`src/rtl/lte_dl_agc_gain_sched.sv`:
```
// lte_dl_agc_gain_sched
//
// Gain scheduler for the eight antenna gains of the LTE downlink TDL AGC path.
// The host programs one target gain code per antenna. Each code is an 8-bit
// db_gain_table index. On every frame head, one sweep steps each applied code
// toward its effective target by at most STEP. Antenna k is stepped on the
// k-th cycle of the sweep. This ramps gain changes instead of letting them
// jump.
//
// Parameters:
//   STEP             maximum code change per antenna per sweep (1..255)
//
// Ports:
//   clk_245          sole clock
//   asy_rst          asynchronous, active-high reset
//   i_fram_hd        frame-head pulse; starts one sweep when idle
//   i_cfg_wr         host write valid (held until accepted)
//   i_cfg_addr       antenna index 0..7 for the write
//   i_cfg_data       target gain code for the write
//   o_cfg_ready      high when idle; a write is taken on i_cfg_wr && o_cfg_ready
//   i_mute           level; forces every effective target to 0
//   i_clr_ovr        clears the sticky overrun flag
//   o_lte_duc_gain1..8  applied gain codes for antennas 0..7, zero-extended
//   o_upd_done       one-cycle pulse after the last antenna of a sweep
//   o_ramp_busy      registered: some applied code differs from its target
//   o_hd_overrun     sticky: a frame head arrived while a sweep was running
module lte_dl_agc_gain_sched #(
  parameter int unsigned STEP = 1
) (
  input  logic        clk_245,
  input  logic        asy_rst,
  input  logic        i_fram_hd,
  input  logic        i_cfg_wr,
  input  logic [2:0]  i_cfg_addr,
  input  logic [7:0]  i_cfg_data,
  output logic        o_cfg_ready,
  input  logic        i_mute,
  input  logic        i_clr_ovr,
  output logic [31:0] o_lte_duc_gain1,
  output logic [31:0] o_lte_duc_gain2,
  output logic [31:0] o_lte_duc_gain3,
  output logic [31:0] o_lte_duc_gain4,
  output logic [31:0] o_lte_duc_gain5,
  output logic [31:0] o_lte_duc_gain6,
  output logic [31:0] o_lte_duc_gain7,
  output logic [31:0] o_lte_duc_gain8,
  output logic        o_upd_done,
  output logic        o_ramp_busy,
  output logic        o_hd_overrun
);

  typedef enum logic [1:0] {
    IDLE   = 2'd0,
    UPDATE = 2'd1,
    DONE   = 2'd2
  } state_t;

  localparam logic [8:0] STEP9 = 9'(STEP);

  state_t     state_q, state_d;
  logic [2:0] cnt_q, cnt_d;
  logic [7:0] tgt_q [8];
  logic [7:0] tgt_d [8];
  logic [7:0] act_q [8];
  logic [7:0] act_d [8];
  logic       ramp_busy_q, ramp_busy_d;
  logic       hd_overrun_q, hd_overrun_d;

  logic       cfgAccept;
  logic [7:0] actCur;
  logic [7:0] effCur;
  logic [8:0] upDiff;
  logic [8:0] dnDiff;
  logic [8:0] upStep;
  logic [8:0] dnStep;
  logic [8:0] upSum;
  logic [8:0] dnSum;
  logic [7:0] actStepped;

  assign cfgAccept = i_cfg_wr && (state_q == IDLE);

  // Step calculation for the antenna selected by cnt_q. Mute is sampled here,
  // in the cycle this antenna is stepped. The arithmetic is 9 bits wide, and
  // the step is clamped to the remaining distance, so a code cannot overshoot
  // its target. The carry/borrow guards on upSum/dnSum are only a safety
  // net; the clamp already keeps them from firing.
  always_comb begin
    actCur = act_q[cnt_q];
    effCur = i_mute ? 8'd0 : tgt_q[cnt_q];
    upDiff = {1'b0, effCur} - {1'b0, actCur};
    dnDiff = {1'b0, actCur} - {1'b0, effCur};
    upStep = (upDiff < STEP9) ? upDiff : STEP9;
    dnStep = (dnDiff < STEP9) ? dnDiff : STEP9;
    upSum  = {1'b0, actCur} + upStep;
    dnSum  = {1'b0, actCur} - dnStep;
    actStepped = actCur;
    if (actCur < effCur) begin
      actStepped = upSum[8] ? 8'hFF : upSum[7:0];
    end else if (actCur > effCur) begin
      actStepped = dnSum[8] ? 8'h00 : dnSum[7:0];
    end
  end

  // Sweep sequencer. A frame head is acted on only in IDLE. The counter
  // walks the antennas 0..7 in UPDATE. DONE lasts one cycle so that the
  // done pulse lines up with the cycle after the last antenna update.
  always_comb begin
    state_d = state_q;
    cnt_d   = cnt_q;
    unique case (state_q)
      IDLE: begin
        if (i_fram_hd) begin
          state_d = UPDATE;
          cnt_d   = 3'd0;
        end
      end
      UPDATE: begin
        if (cnt_q == 3'd7) begin
          state_d = DONE;
        end else begin
          cnt_d = cnt_q + 3'd1;
        end
      end
      DONE: begin
        state_d = IDLE;
      end
      default: begin
        state_d = IDLE;
        cnt_d   = 3'd0;
      end
    endcase
  end

  // Target and applied-code next state. A host write changes only the
  // target. The applied code follows at the next sweep. Mute never touches
  // tgt, so ramping resumes toward the programmed value once mute is dropped.
  always_comb begin
    for (int k = 0; k < 8; k++) begin
      tgt_d[k] = tgt_q[k];
      act_d[k] = act_q[k];
    end
    if (cfgAccept) begin
      tgt_d[i_cfg_addr] = i_cfg_data;
    end
    if (state_q == UPDATE) begin
      act_d[cnt_q] = actStepped;
    end
  end

  // Busy is compared against the live effective target every cycle, so a
  // change of mute or a new target shows up one cycle later. It does not
  // wait for a sweep. The overrun flag gives priority to setting over
  // clearing, so a collision on the same edge is not lost.
  always_comb begin
    ramp_busy_d = 1'b0;
    for (int k = 0; k < 8; k++) begin
      if (act_q[k] != (i_mute ? 8'd0 : tgt_q[k])) begin
        ramp_busy_d = 1'b1;
      end
    end
    hd_overrun_d = hd_overrun_q;
    if (i_clr_ovr) begin
      hd_overrun_d = 1'b0;
    end
    if (i_fram_hd && (state_q != IDLE)) begin
      hd_overrun_d = 1'b1;
    end
  end

  // State registers. Reset may arrive mid-sweep. It abandons the sweep and
  // clears every code.
  always_ff @(posedge clk_245 or posedge asy_rst) begin
    if (asy_rst) begin
      state_q      <= IDLE;
      cnt_q        <= 3'd0;
      ramp_busy_q  <= 1'b0;
      hd_overrun_q <= 1'b0;
      for (int k = 0; k < 8; k++) begin
        tgt_q[k] <= 8'd0;
        act_q[k] <= 8'd0;
      end
    end else begin
      state_q      <= state_d;
      cnt_q        <= cnt_d;
      ramp_busy_q  <= ramp_busy_d;
      hd_overrun_q <= hd_overrun_d;
      for (int k = 0; k < 8; k++) begin
        tgt_q[k] <= tgt_d[k];
        act_q[k] <= act_d[k];
      end
    end
  end

  assign o_cfg_ready  = (state_q == IDLE);
  assign o_upd_done   = (state_q == DONE);
  assign o_ramp_busy  = ramp_busy_q;
  assign o_hd_overrun = hd_overrun_q;

  // The AGC gain inputs are 32 bits wide, but only the table index is
  // meaningful.
  assign o_lte_duc_gain1 = {24'd0, act_q[0]};
  assign o_lte_duc_gain2 = {24'd0, act_q[1]};
  assign o_lte_duc_gain3 = {24'd0, act_q[2]};
  assign o_lte_duc_gain4 = {24'd0, act_q[3]};
  assign o_lte_duc_gain5 = {24'd0, act_q[4]};
  assign o_lte_duc_gain6 = {24'd0, act_q[5]};
  assign o_lte_duc_gain7 = {24'd0, act_q[6]};
  assign o_lte_duc_gain8 = {24'd0, act_q[7]};

endmodule
```
`config.mk`:
```
export PLATFORM = sky130hd
export DESIGN_NAME = lte_dl_agc_gain_sched
export DESIGN_NICKNAME = d
export VERILOG_FILES = /design/src/rtl/lte_dl_agc_gain_sched.sv
export SDC_FILE = /design/constraint.sdc
export NUM_CORES = 1
export LEC_CHECK = 0
export BUFFER_PORTS_ARGS = -buffer_cell sky130_fd_sc_hd__buf_2
export CAP_MARGIN = 40
export CORE_MARGIN = 2
export CORE_UTILIZATION = 45
export CTS_CLUSTER_SIZE = 40
export DETAILED_ROUTE_END_ITERATION = 8
export GPL_TIMING_DRIVEN = 0
export PLACE_DENSITY = 0.7
export SETUP_SLACK_MARGIN = 0.4
export SLEW_MARGIN = 0
export SYNTH_ARGS = -nofsm -noshare
export SYNTH_HDL_FRONTEND = slang
export SYNTH_SLANG_ARGS = --single-unit
```
`constraint.sdc`:
```
create_clock -name clk_245 -period 7.3 [get_ports clk_245]
set_input_delay 1.825 -clock clk_245 [delete_from_list [all_inputs] [get_ports clk_245]]
set_output_delay 1.825 -clock clk_245 [all_outputs]
set_load 0.05 [all_outputs]
```
; After elaboration in Yosys (flattened, before gate mapping)
; Index checks and enable logic that the tools add are counted.
[totals]
regBits = 135
[op_classes]
add_sub_neg = 5
n_lt_le_gt_ge = 8
eq_ne = 14
mux = 43
bitwise = 3
n_reduce_logical = 9
[ops]
columns = cell, n
row1 = $mux 8, 19
row2 = $bwmux 64, 2
row3 = $ne 8x8->1, 8
row4 = $bmux 8 s3, 2
row5 = $demux 8 s3, 2
row6 = $lt 9x1->1 const B, 2
row7 = $mux 9, 2
row8 = $sub 8x8->9, 2
row9 = $mux 1, 10
row10 = $add 8x9->9, 1
row11 = $pmux 3 s3, 1
row12 = $sub 8x9->9, 1
row13 = $ge 4x4->1 const B, 2
row14 = $gt 8x8->1, 1
row15 = $lt 4x1->1 const B, 2
row16 = $lt 8x8->1, 1
row17 = $not 3->4, 2
row18 = $mux 3, 2
row19 = $ne 2x2->1 const B, 3
row20 = $logic_and 1x1->1, 4
row21 = $mux 2, 2
row22 = $pmux 2 s2, 1
row23 = $reduce_bool 2->1, 2
row24 = $add 3x1->3 const B, 1
row25 = 7 further kinds, 7

; Depth between registers and ports, before layout
; Gate-level depths: netlist (run 1).
[depth]
ltp_word = 13
mapped_depth = 27
ltp_nobuf = 22

; Worst setup path after synthesis (run 1)
; No wires, ideal clock.
[synth_timing]
path_kind = input to register
start = input i_mute
end = register act_q, in the netlist o_lte_duc_gain3[7]
arrival_time_ns = 6.102
required_time_ns = 7.157
path_slack_ns = 1.055
path_stages = 21
path_cell_list = clkbuf_1 > clkbuf_1 > buf_1 > a21oi_1 > ha_1 > buf_2 > a21oi_1 > o21ba_2 > nor3_1 > nor4_1 > a31oi_1 > inv_1 > fa_1 > nor2b_1 > o21ai_0 > a21oi_1 > o41a_1 > nand2b_1 > a221o_1 > a311oi_2 > o31ai_1
[synth_between]
elab_chain_cells = 9
word_cells_on_any_way = 16
classes_between = 4 x add/sub / 4 x order compare / 8 x mux
[synth_rtl]
columns = element, line
row1 = start: declaration, 37  ; input logic i_mute,
row2 = $mux 8 (*), 89  ; effCur = i_mute ? 8'd0 : tgt_q[cnt_q];
row3 = $sub 8x8->9, 91  ; dnDiff = {1'b0, actCur} - {1'b0, effCur};
row4 = $lt 9x1->1, 93  ; dnStep = (dnDiff < STEP9) ? dnDiff : STEP9;
row5 = $mux 9, 93
row6 = $sub 8x9->9, 95  ; dnSum = {1'b0, actCur} - dnStep;
row7 = $mux 8, 100  ; actStepped = dnSum[8] ? 8'h00 : dnSum[7:0];
row8 = $mux 8, 99  ; end else if (actCur > effCur) begin
row9 = $mux 8 (*), 97  ; if (actCur < effCur) begin
row10 = $bwmux 64 (*), 146  ; act_d[cnt_q] = actStepped;
row11 = end signal: indexed assignment, 189  ; act_q[k] <= act_d[k];
row12 = end: declaration, 64  ; logic [7:0] act_q [8];
; Every way passes the cells marked *; elsewhere a longest branch is shown, timed or not.
; A chain may end at the register's enable or synchronous reset.

; Final worst setup path (run 1)
[layout_timing]
start = input i_mute
end = register act_q, in the netlist o_lte_duc_gain4[7]
; The elaborated chain is that of the path after synthesis.

==> results of run 1 <==
-- through the flow --
| step | hold WS (ns) | cells |
|---|---|---|
| finish | 0.4887 | 1780 |
| global route | 0.5064 | 1780 |
| CTS | 0.4918 | 1778 |
| detailed placement | 0.4844 | 1745 |
| global placement | 0.4794 | 1738 |
| floorplan | 0.4618 | 1336 |
-- worst max-delay path by stage --
stage | startpoint | end | slack, ns | depth (start not counted)
floorplan | i_mute | o_lte_duc_gain3[7]$_DFFE_PP0P_ | 1.05 | 21
global placement | i_mute | o_lte_duc_gain3[4]$_DFFE_PP0P_ | -0.31 | 19
detailed placement | i_mute | o_lte_duc_gain4[7]$_DFFE_PP0P_ | -0.29 | 21
CTS | cnt_q[0]$_DFFE_PP0P_ | o_lte_duc_gain7[5]$_DFFE_PP0P_ | 0.41 | 26
global route | i_mute | o_lte_duc_gain3[7]$_DFFE_PP0P_ | 0.39 | 20
finish | i_mute | o_lte_duc_gain4[7]$_DFFE_PP0P_ | 0.63 | 20
-- cell usage after synthesis, types with 7 or more instances --
cell	instances	area, um2
mux4_2	22	495.5
nor4bb_1	25	250.2
and3_1	8	50.05
nand3_1	8	40.04
nor2_1	81	304.0
nand2b_1	15	93.84
buf_2	10	50.05
xnor2_1	30	262.8
a21oi_1	30	150.1
nor3_1	8	40.04
nor2b_1	7	43.79
a221oi_1	10	87.58
ha_1	32	400.4
o31ai_1	15	112.6
clkbuf_1	18	67.56
o22ai_1	10	62.56
dfrtp_1	135	3378
o21ai_0	21	105.1
o32ai_1	28	245.2
a31oi_1	34	212.7
nand2_1	113	424.2
inv_1	40	150.1
mux2_2	104	1171
nand4_1	11	68.82
mux2i_1	16	160.2
o21a_1	9	67.56
buf_4	195	1464
-- cells in the final DEF, fill, tap and decap left out, drive strengths merged, types with 8 or more instances in the layout --
cell type and instances:
conb 208, ha 32, and3 8, buf 300, mux4 22, a221oi 11, o21ai 23, nand4 11
o31ai 15, nor3 8, o32ai 28, nor2 81, o21a 9, nand2 113, o22ai 10, a31oi 35
nand2b 15, mux2i 16, xnor2 30, nand3 8, nor4bb 25, clkbuf 37, dfrtp 135, a21oi 30
inv 42, mux2 108
-- cell families after synthesis --
kind of cell    Yosys count  synth area share
compound gates          209            0.1416
buf+inv                 268            0.1625
flops                   135            0.3123
fa+ha+maj                36           0.04441
mux                     146            0.1730
other cells               2         0.0006942
xor+xnor                 34           0.02753
simple gates            300            0.1380
-- routing by layer --
layer | track usage | up-vias | wire, um
met4 | 0.09463 | 0 | 1056
met3 | 0.07346 | 85 | 3938
li1 | - | 4341 | -
met2 | 0.4243 | 599 | 15920
met5 | 0 | - | 0
met1 | 0.3377 | 4520 | 13300
-- area by class of cell --
| type | instances | area, um2 |
|---|---|---|
| Clock inverter | 14 | 197.7 |
| Multi-Input combinational cell | 933 | 6520 |
| Antenna cell | 1 | 2.502 |
| Clock buffer | 18 | 429.2 |
| Timing Repair Buffer | 92 | 490.5 |
| Fill cell | 2126 | 10330 |
| Buffer | 227 | 1638 |
| Inverter | 41 | 158.9 |
| Tap cell | 319 | 399.1 |
| Sequential cell | 135 | 3378 |
-- registers in the layout (all words and copies together), names as in the netlist, 2 cells and up --
name	count
o_lte_duc_gain8	8
o_lte_duc_gain2	8
o_lte_duc_gain5	8
o_lte_duc_gain7	8
cnt_q	3
o_lte_duc_gain3	8
state_q	2
tgt_q	64
o_lte_duc_gain4	8
o_lte_duc_gain6	8
o_lte_duc_gain1	8
-- timing repair --
action / CTS / global route
resized for setup: 10 / 20
setup endpoints to repair: 64 / 64
endpoints found under the hold margin: 0 / 0
pin swaps: 1 / 0
setup buffers: 1 / 0
-- worst max-delay path, delay by kind of cell --
| kind | cells | cell delay, ns |
|---|---|---|
| compound gates | 11 | 3.37 |
| buf+inv | 5 | 0.94 |
| fa+ha+maj | 2 | 0.56 |
| simple gates | 2 | 0.28 |
==> impl_results.md, run 1 <==
- Post-synth EDFFs: 0
- Initial antenna violation count: 1
- Worst r2r path cells: 27
- FF-to-FF End: o_lte_duc_gain4[7]$_DFFE_PP0P_
- Hold path cells: 1
- RR Startpoint: cnt_q[0]$_DFFE_PP0P_
- Hold Crit Start: state_q[1]$_DFFE_PP0P_
- Clock sink count: approximately 140
- Largest net degree at the start of global routing: 75
- Clk buf depth: 2
- Core footprint: around 24000 um2
- Fmax: between 0.1 and 0.15 GHz
- Drt wl/cell: around 19 um
- Crit end category: register
- RD Place Congestion: 0.9526
- GR Util All Layers: 0.2625
- Ys async rst share: 1.000
- Vias per Instance: between 5 and 6
- Final Skew: about 0.008 ns
- Initial Util: 0.4595
- Clk pin slew, worst setup/hold paths: about 0.060 ns
- Hold-fix buffers, CTS: 0
- Fin. max-slew vios: 0
- Cell variety after synth: 77
- CTS Root Buffer Type: clkbuf_16
- FF+latch count, synth: ~140
- Fin area: roughly 13000 um2
- Hold crit path type: register to register
- Final period utilization: 0.9137
- Final setup fails: 0
- Die height: ~160 um
- Die Width: between 150 and 200 um
- Setup CP Type: input pin to register
- First-pass GRT wire length: 51520 um
- Synth Cell Area: 10820 um2
- Layout area overhead: 22.15%
- Worst-Skew Late Latency: 0.42 ns
- Hold path endpoint: state_q[0]$_DFFE_PP0P_
- Vias in the first global route: between 8000 and 9000
- Nets: 1500
- DP HPWL: 26480 um
- H-tree levels: 4
- RSZ-0062 raised after global routing: no
- Setup WS pre-CTS: -0.2939 ns
- Grt ovf: 0
- Vias: about 9500
- DRT Wirelength: 34210 um
- Sequential fraction of the synthesis area: 0.3123
- Post-Route Utilization: 0.5613
- Pre-antenna DRT Iters: 5
- Req. time, crit path: roughly 7.6 ns
- Synth warn: 0
- Port Buffers: 83
- Worst R2R Setup Slack: around 0.76 ns
- CTS tree: yes
- Status: completed
- DP Area: ~12000 um2
- Critical Path Max Stage Delay: roughly 0.53 ns
- Die ar.: around 25000 um2
- Final Hold Vio Count: 0
- CP cell instances: clkbuf_1 -> clkbuf_2 -> clkbuf_2 -> a21oi_1 -> ha_1 -> buf_2 -> a21boi_0 -> o211ai_1 -> a21oi_1 -> a31oi_1 -> inv_1 -> fa_1 -> nor2b_1 -> o21ai_0 -> a21oi_1 -> o41a_1 -> nand2b_1 -> a221o_1 -> a311oi_4 -> o31ai_1
- Core Rows: 56
- Mapped Avg Cell Area: approximately 9.6 um2
- Worst slew pin tran: approximately 0.95 ns
- Arr. time, crit path: about 7.0 ns
- Peak fanout along the critical path: 10
- Max-cap viol count: 0
- # IOs: approximately 280
- Setup ws final: approximately 0.63 ns
- Fin crit period: approximately 6.7 ns
- Cell count after synthesis: around 1100
- Critical path's most frequent cell: a21oi_1
- DRC: 0
- Ys flop type: dfrtp_1
- Crit start category: input pin
- Crit-path slowest cell: a311oi_4
- DRT antenna net count: 0
- Slew headroom: 0.3644
- Num CTS Buffers: 17
- Setup tns final: 0 ns
- Initial DRC Count: 886
- Layout cells sized above 1: 0.3295
Power of run 1 is not shown: default switching activity piles up to over one toggle a cycle in this logic, so the estimate is an artifact.
==> run 2: changes to the inputs <==
--- a/config.mk
+++ b/config.mk
@@ -7,12 +7,14 @@
 export LEC_CHECK = 0
 export BUFFER_PORTS_ARGS = -buffer_cell sky130_fd_sc_hd__buf_2
 export CAP_MARGIN = 40
+export CELL_PAD_IN_SITES_DETAIL_PLACEMENT = 1
+export CELL_PAD_IN_SITES_GLOBAL_PLACEMENT = 1
 export CORE_MARGIN = 2
-export CORE_UTILIZATION = 45
+export CORE_UTILIZATION = 41
 export CTS_CLUSTER_SIZE = 40
 export DETAILED_ROUTE_END_ITERATION = 8
 export GPL_TIMING_DRIVEN = 0
-export PLACE_DENSITY = 0.7
+export PLACE_DENSITY = 0.82
 export SETUP_SLACK_MARGIN = 0.4
 export SLEW_MARGIN = 0
 export SYNTH_ARGS = -nofsm -noshare
==> constraint.sdc (replaced) <==
create_clock -name clk_245 -period 7.1 [get_ports clk_245]
set_input_delay 1.775 -clock clk_245 [delete_from_list [all_inputs] [get_ports clk_245]]
set_output_delay 1.775 -clock clk_245 [all_outputs]
set_load 0.05 [all_outputs]
==> run 2 against run 1 <==
Via count is 2.7% higher. Sequential cell count stayed put. Die area is 9.5% higher. Wire length is 14% higher. Register-to-register slack worse by 0.11 ns. Critical path depth is 1 higher. Cell area is 0.66% higher. Core utilization is 4.9 points lower. First-iteration DRC count is 26% lower. Worst setup slack worse by 0.067 ns. Global-route usage is 1.5 points higher.
==> impl_results.md, run 2 (synthesis gave the netlist of run 1 again) <==
- Clk buf depth: 2
- Biggest register: tgt_q
- Peak fanout along the critical path: 10
- Worst r2r path cells: 22
- RD Place Congestion: approximately 0.94
- DRT antenna net count: 0
- Worst Setup SP: i_mute
- DP HPWL: ~29000 um
- Initial antenna violation count: 0
- M1 WL: approximately 15000 um
- DRT Wirelength: roughly 39000 um
- Fin. max-slew vios: 0
- H-tree levels: 4
- Core Rows: 59
- Final Skew: roughly 0.0084 ns
- Clk pin slew, worst setup/hold paths: approximately 0.060 ns
- Fin area: around 13000 um2
- Core footprint: around 26000 um2
- Max layer used: met4
- Commonest non-fill, non-tap cell in the layout: conb_1
- Die height: approximately 170 um
- Worst-Skew Late Latency: between 0.4 and 0.5 ns
- GR Util All Layers: 0.2774
- Hold Crit Start: state_q[1]$_DFFE_PP0P_
- Final setup fails: 0
- Diode count: 0
- Initial Util: 0.4163
- Layout cells sized above 1: 0.3338
- CTS tree: yes
- Nets: 1501
- RSZ-0062 raised after global routing: no
- Final period utilization: 0.9206
- Req. time, crit path: between 7 and 8 ns
- Slew headroom: 0.4635
- Hold-fix buffers, CTS: 0
- Die Width: between 150 and 200 um
- Vias per Instance: between 5 and 6
- Drt wl/cell: 21.82 um
- Hold path endpoint: state_q[0]$_DFFE_PP0P_
- Clock sink count: around 140
- Most frequent cells in the layout: conb_1, buf_4, dfrtp_1
- Pre-antenna DRT Iters: 6
- Status: completed
- CTS Root Buffer Type: clkbuf_16
- Fmax: about 0.15 GHz
- DRC: 0
- Post-Place Cells: between 1500 and 2000
- Arr. time, crit path: between 6 and 7 ns
- Layout area overhead: 22.96%
- Fin crit period: approximately 6.5 ns
- Num CTS Buffers: 17
- Vias in the first global route: 9921
- Worst slew pin tran: ~0.80 ns
- Crit start category: input pin
- Setup WS pre-CTS: -1.054 ns
- # IOs: 277
- Crit end category: register
- Die ar.: about 28000 um2
- Hold crit path type: register to register
- Initial DRC Count: 656
- Fill count: 3077
- Final Non-Filler Cells: between 1500 and 2000
- Routed wl met3: between 2000 and 3000 um
- Met2 Routed Length: approximately 19000 um
- Largest net degree at the start of global routing: about 80
- RR Startpoint: cnt_q[1]$_DFFE_PP0P_
- FF-to-FF End: o_lte_duc_gain2[7]$_DFFE_PP0P_
- Grt ovf: 0
- DP Area: 12500 um2
- Port Buffers: between 80 and 90
- Setup CP Type: input pin to register
- Max-cap viol count: 0
- Setup ws final: between 0.5 and 0.6 ns
- Vias: just under 10000
- Largest register FFs: between 60 and 70
- Hold path cells: 1
- First-pass GRT wire length: ~60000 um
- Final Hold Vio Count: 0
- Min Hold Slack: 0.4999 ns
- Worst R2R Setup Slack: 0.65 ns
run 2: changes by cell type in the layout (fill, tap and decap cells not counted), moves of 2 or more:
| cell | before | now |
|---|---|---|
| a21oi_1 | 28 | 26 |
| a21oi_2 | 2 | 4 |
| buf_12 | 0 | 2 |
| clkbuf_4 | 0 | 3 |
| clkbuf_8 | 0 | 3 |
| clkinv_4 | 4 | 1 |
| inv_6 | 3 | 1 |
run 2: worst max-delay path, stage by stage:
cell and delay, ns:
clkbuf_2 0.21, clkbuf_2 0.33, buf_2 0.34, a21oi_2 0.12, ha_1 0.35, buf_2 0.20, and4_1 0.27, nor3b_1 0.19
nor4_4 0.48, a31oi_2 0.21, inv_1 0.10, fa_1 0.21, nor2b_1 0.07, o21ai_0 0.28, a21oi_1 0.14, o41a_1 0.41
nand2b_1 0.23, a221o_1 0.34, a311oi_4 0.21, buf_4 0.21, o31ai_1 0.10
run 2: per-layer routing:
layer  global-route usage  up-vias
li1                     -     4344
met1               0.3428     4867
met2               0.4772      468
met3              0.04111      122
met4               0.1316        0
met5                    0        -
run 2: how the worst max path moves through the flow:
stage               cells after the start  slack [ns]                        endpoint
floorplan                              21        0.90  o_lte_duc_gain3[7]$_DFFE_PP0P_
global placement                       19       -1.03  o_lte_duc_gain5[6]$_DFFE_PP0P_
detailed placement                     21       -1.05  o_lte_duc_gain4[7]$_DFFE_PP0P_
CTS                                    22        0.41  o_lte_duc_gain2[7]$_DFFE_PP0P_
global route                           25        0.38  o_lte_duc_gain8[0]$_DFFE_PP0P_
finish                                 21        0.56  o_lte_duc_gain2[7]$_DFFE_PP0P_
run 2: metrics by stage:
step | util | setup TNS [ns]
final | 0.5119 | 0
after global routing | 0.5119 | 0
after CTS | 0.5089 | 0
after detailed placement | 0.4811 | -51.66
after global placement | 0.4782 | -52.12
after floorplan | - | 0
run 2: final cells by class:
type,instances,area (um2),share of cell area
Multi-Input combinational cell,933,6548,0.4922
Clock inverter,8,146.4,0.01101
Sequential cell,135,3378,0.2540
Inverter,41,158.9,0.01195
Buffer,227,1664,0.1251
Clock buffer,22,474.2,0.03565
Timing Repair Buffer,93,513.0,0.03857
Tap cell,335,419.2,0.03151
run 2: repair_timing:
action,CTS,global route
endpoints found under the hold margin,0,0
buffers inserted,1,1
gates resized for setup,24,20
pin swaps,1,3
setup endpoints to repair,64,63
Power of run 2 is left out for the same reason.
==> run 3: changes to the inputs <==
--- a/config.mk
+++ b/config.mk
@@ -9,6 +9,7 @@
 export CAP_MARGIN = 40
 export CELL_PAD_IN_SITES_DETAIL_PLACEMENT = 1
 export CELL_PAD_IN_SITES_GLOBAL_PLACEMENT = 1
+export CORE_ASPECT_RATIO = 2
 export CORE_MARGIN = 2
 export CORE_UTILIZATION = 41
 export CTS_CLUSTER_SIZE = 40
==> constraint.sdc (replaced) <==
create_clock -name clk_245 -period 7.5 [get_ports clk_245]
set_input_delay 1.875 -clock clk_245 [delete_from_list [all_inputs] [get_ports clk_245]]
set_output_delay 1.875 -clock clk_245 [all_outputs]
set_load 0.05 [all_outputs]
==> run 3 against run 2 <==
First-iteration DRC count shrank 9.6%. Clock-buffer cell count shrank 3. Via count grew 2.4%. Clock skew grew 0.0041 ns. Largest cell class unchanged.
==> impl_results.md, run 3 (synthesis gave the netlist of run 1 again) <==
- Fin area: 13250 um2
- Met3 Track Usage GR: 0.05786
- Vias per Instance: 5.568
- Req. time, crit path: around 8 ns
- Core Rows: 84
- Clock sink count: around 140
- Status: completed
- Hold crit path type: register to register
- Nets: 1499
- DP HPWL: 32920 um
- Setup WS pre-CTS: -0.9656 ns
- Biggest register: tgt_q
- Clk buf depth: 2
- Drt wl/cell: about 23 um
- Fmax: ~0.14 GHz
- Slew headroom: 0.3046
- Setup CP Type: input pin to register
- Crit end category: register
- Hold path cells: 1
- Die ar.: around 28000 um2
- Fin crit period: just under 7 ns
- Vias: between 10000 and 15000
- Hold Crit Start: state_q[1]$_DFFE_PP0P_
- Initial DRC Count: 593
- Worst slew pin tran: roughly 1.0 ns
- GRT busiest layer: met2
- Worst R2R Setup Slack: approximately 0.64 ns
- RSZ-0062 raised after global routing: no
- Die Width: around 120 um
- Num CTS Buffers: 17
- Max-cap viol count: 0
- Layout area overhead: 22.45%
- Post-Place Cells: roughly 1800
- Diode count: 0
- GR Util All Layers: 0.2963
- Met2 usage: 0.5449
- Core footprint: approximately 26000 um2
- Arr. time, crit path: slightly above 7 ns
- Die height: about 230 um
- Vias in the first global route: between 10000 and 15000
- DRT Wirelength: between 40000 and 50000 um
- Layout cells sized above 1: 0.3326
- Peak fanout along the critical path: 10
- Clk pin slew, worst setup/hold paths: 0.07 ns
- Crit-path slowest cell: nor4_4
- Post-Route Utilization: 0.5062
- Final setup fails: 0
- Grt ovf: 0
- CP cell instances: clkbuf_1 -> clkbuf_2 -> buf_2 -> a21oi_1 -> ha_1 -> buf_2 -> and4_1 -> nor3b_1 -> nor4_4 -> a31oi_1 -> inv_1 -> fa_1 -> nor2b_1 -> o21ai_0 -> a21oi_1 -> o41a_1 -> nand2b_1 -> a221o_1 -> a311oi_4 -> buf_12 -> o31ai_1
- CTS tree: yes
- Initial antenna violation count: 0
- Final Skew: approximately 0.013 ns
- Critical Path Max Stage Delay: 0.44 ns
- Final Non-Filler Cells: approximately 1800
- Hold path endpoint: state_q[0]$_DFFE_PP0P_
- DRT antenna net count: 0
- Worst r2r path cells: 28
- # IOs: between 200 and 300
- RR Startpoint: cnt_q[0]$_DFFE_PP0P_
- Most frequent cells in the layout: conb_1, buf_4, dfrtp_1
- Largest register FFs: between 60 and 70
- Hold-fix buffers, CTS: 0
- Crit start category: input pin
- Worst-Skew Late Latency: 0.45 ns
- H-tree levels: 4
- FF-to-FF End: o_lte_duc_gain3[7]$_DFFE_PP0P_
- Final Hold Vio Count: 0
- Initial Util: 0.4134
- Setup ws final: about 0.60 ns
- Final period utilization: 0.9206
- Port Buffers: 83
- DRC: 0
- Pre-antenna DRT Iters: 5
- Largest net degree at the start of global routing: 95
- CTS Root Buffer Type: clkbuf_16
- First-pass GRT wire length: between 60000 and 70000 um
- RD Place Congestion: about 0.9
- Fin. max-slew vios: 0
- Routing usage on met1: 0.2539
- Commonest non-fill, non-tap cell in the layout: conb_1
- DP Area: around 12000 um2
run 3: repair_timing:
item                                   in CTS  in global routing
endpoints found under the hold margin       0                  0
pin swaps                                   2                  1
setup endpoints to repair                  64                 62
resized for setup                          22                 11
setup buffers                               2                  0
run 3: final cells by class:
type | count | area, um2
buffer | 227 | 1639
clock buffer | 19 | 452.9
multi-input combinational | 933 | 6535
inverter | 41 | 158.9
clock inverter | 12 | 152.6
tap | 344 | 430.4
sequential | 135 | 3379
fill | 3152 | 12920
timing repair buffer | 91 | 498.0
run 3: worst max path at each step:
stage | start | endpoint | slack [ns] | cells after the start
floorplan | i_mute | o_lte_duc_gain3[7]$_DFFE_PP0P_ | 1.20 | 21
global route | i_mute | o_lte_duc_gain3[7]$_DFFE_PP0P_ | 0.39 | 22
detailed placement | i_mute | o_lte_duc_gain5[3]$_DFFE_PP0P_ | -0.97 | 21
global placement | i_mute | o_lte_duc_gain7[3]$_DFFE_PP0P_ | -0.83 | 21
finish | i_mute | o_lte_duc_gain3[7]$_DFFE_PP0P_ | 0.60 | 21
CTS | i_mute | o_lte_duc_gain1[5]$_DFFE_PP0P_ | 0.42 | 22
run 3: layer usage:
metal  up-vias  wire, um
li1       4328         -
met2       543     21740
met4         0      4881
met1      4914     12490
met3       249      2192
met5         -         0
run 3: worst max-delay path: cells and delay by family:
family	cells	cell delay, ns
buffers and inverters	6	1.48
AOI/OAI and AO/OA	8	2.03
and+or+nand+nor	5	1.17
adders and majority gates	2	0.62
run 3: metrics by stage:
| step | TNS, ns | hold slack [ns] |
|---|---|---|
| 2_1_floorplan | 0 | 0.4618 |
| 3_3_place_gp | -44.05 | 0.4955 |
| 3_5_place_dp | -47.70 | 0.5130 |
| 4_1_cts | 0 | 0.5221 |
| 5_1_grt | 0 | 0.5408 |
| 6_report | 0 | 0.5259 |
Power of run 3 is left out for the same reason.
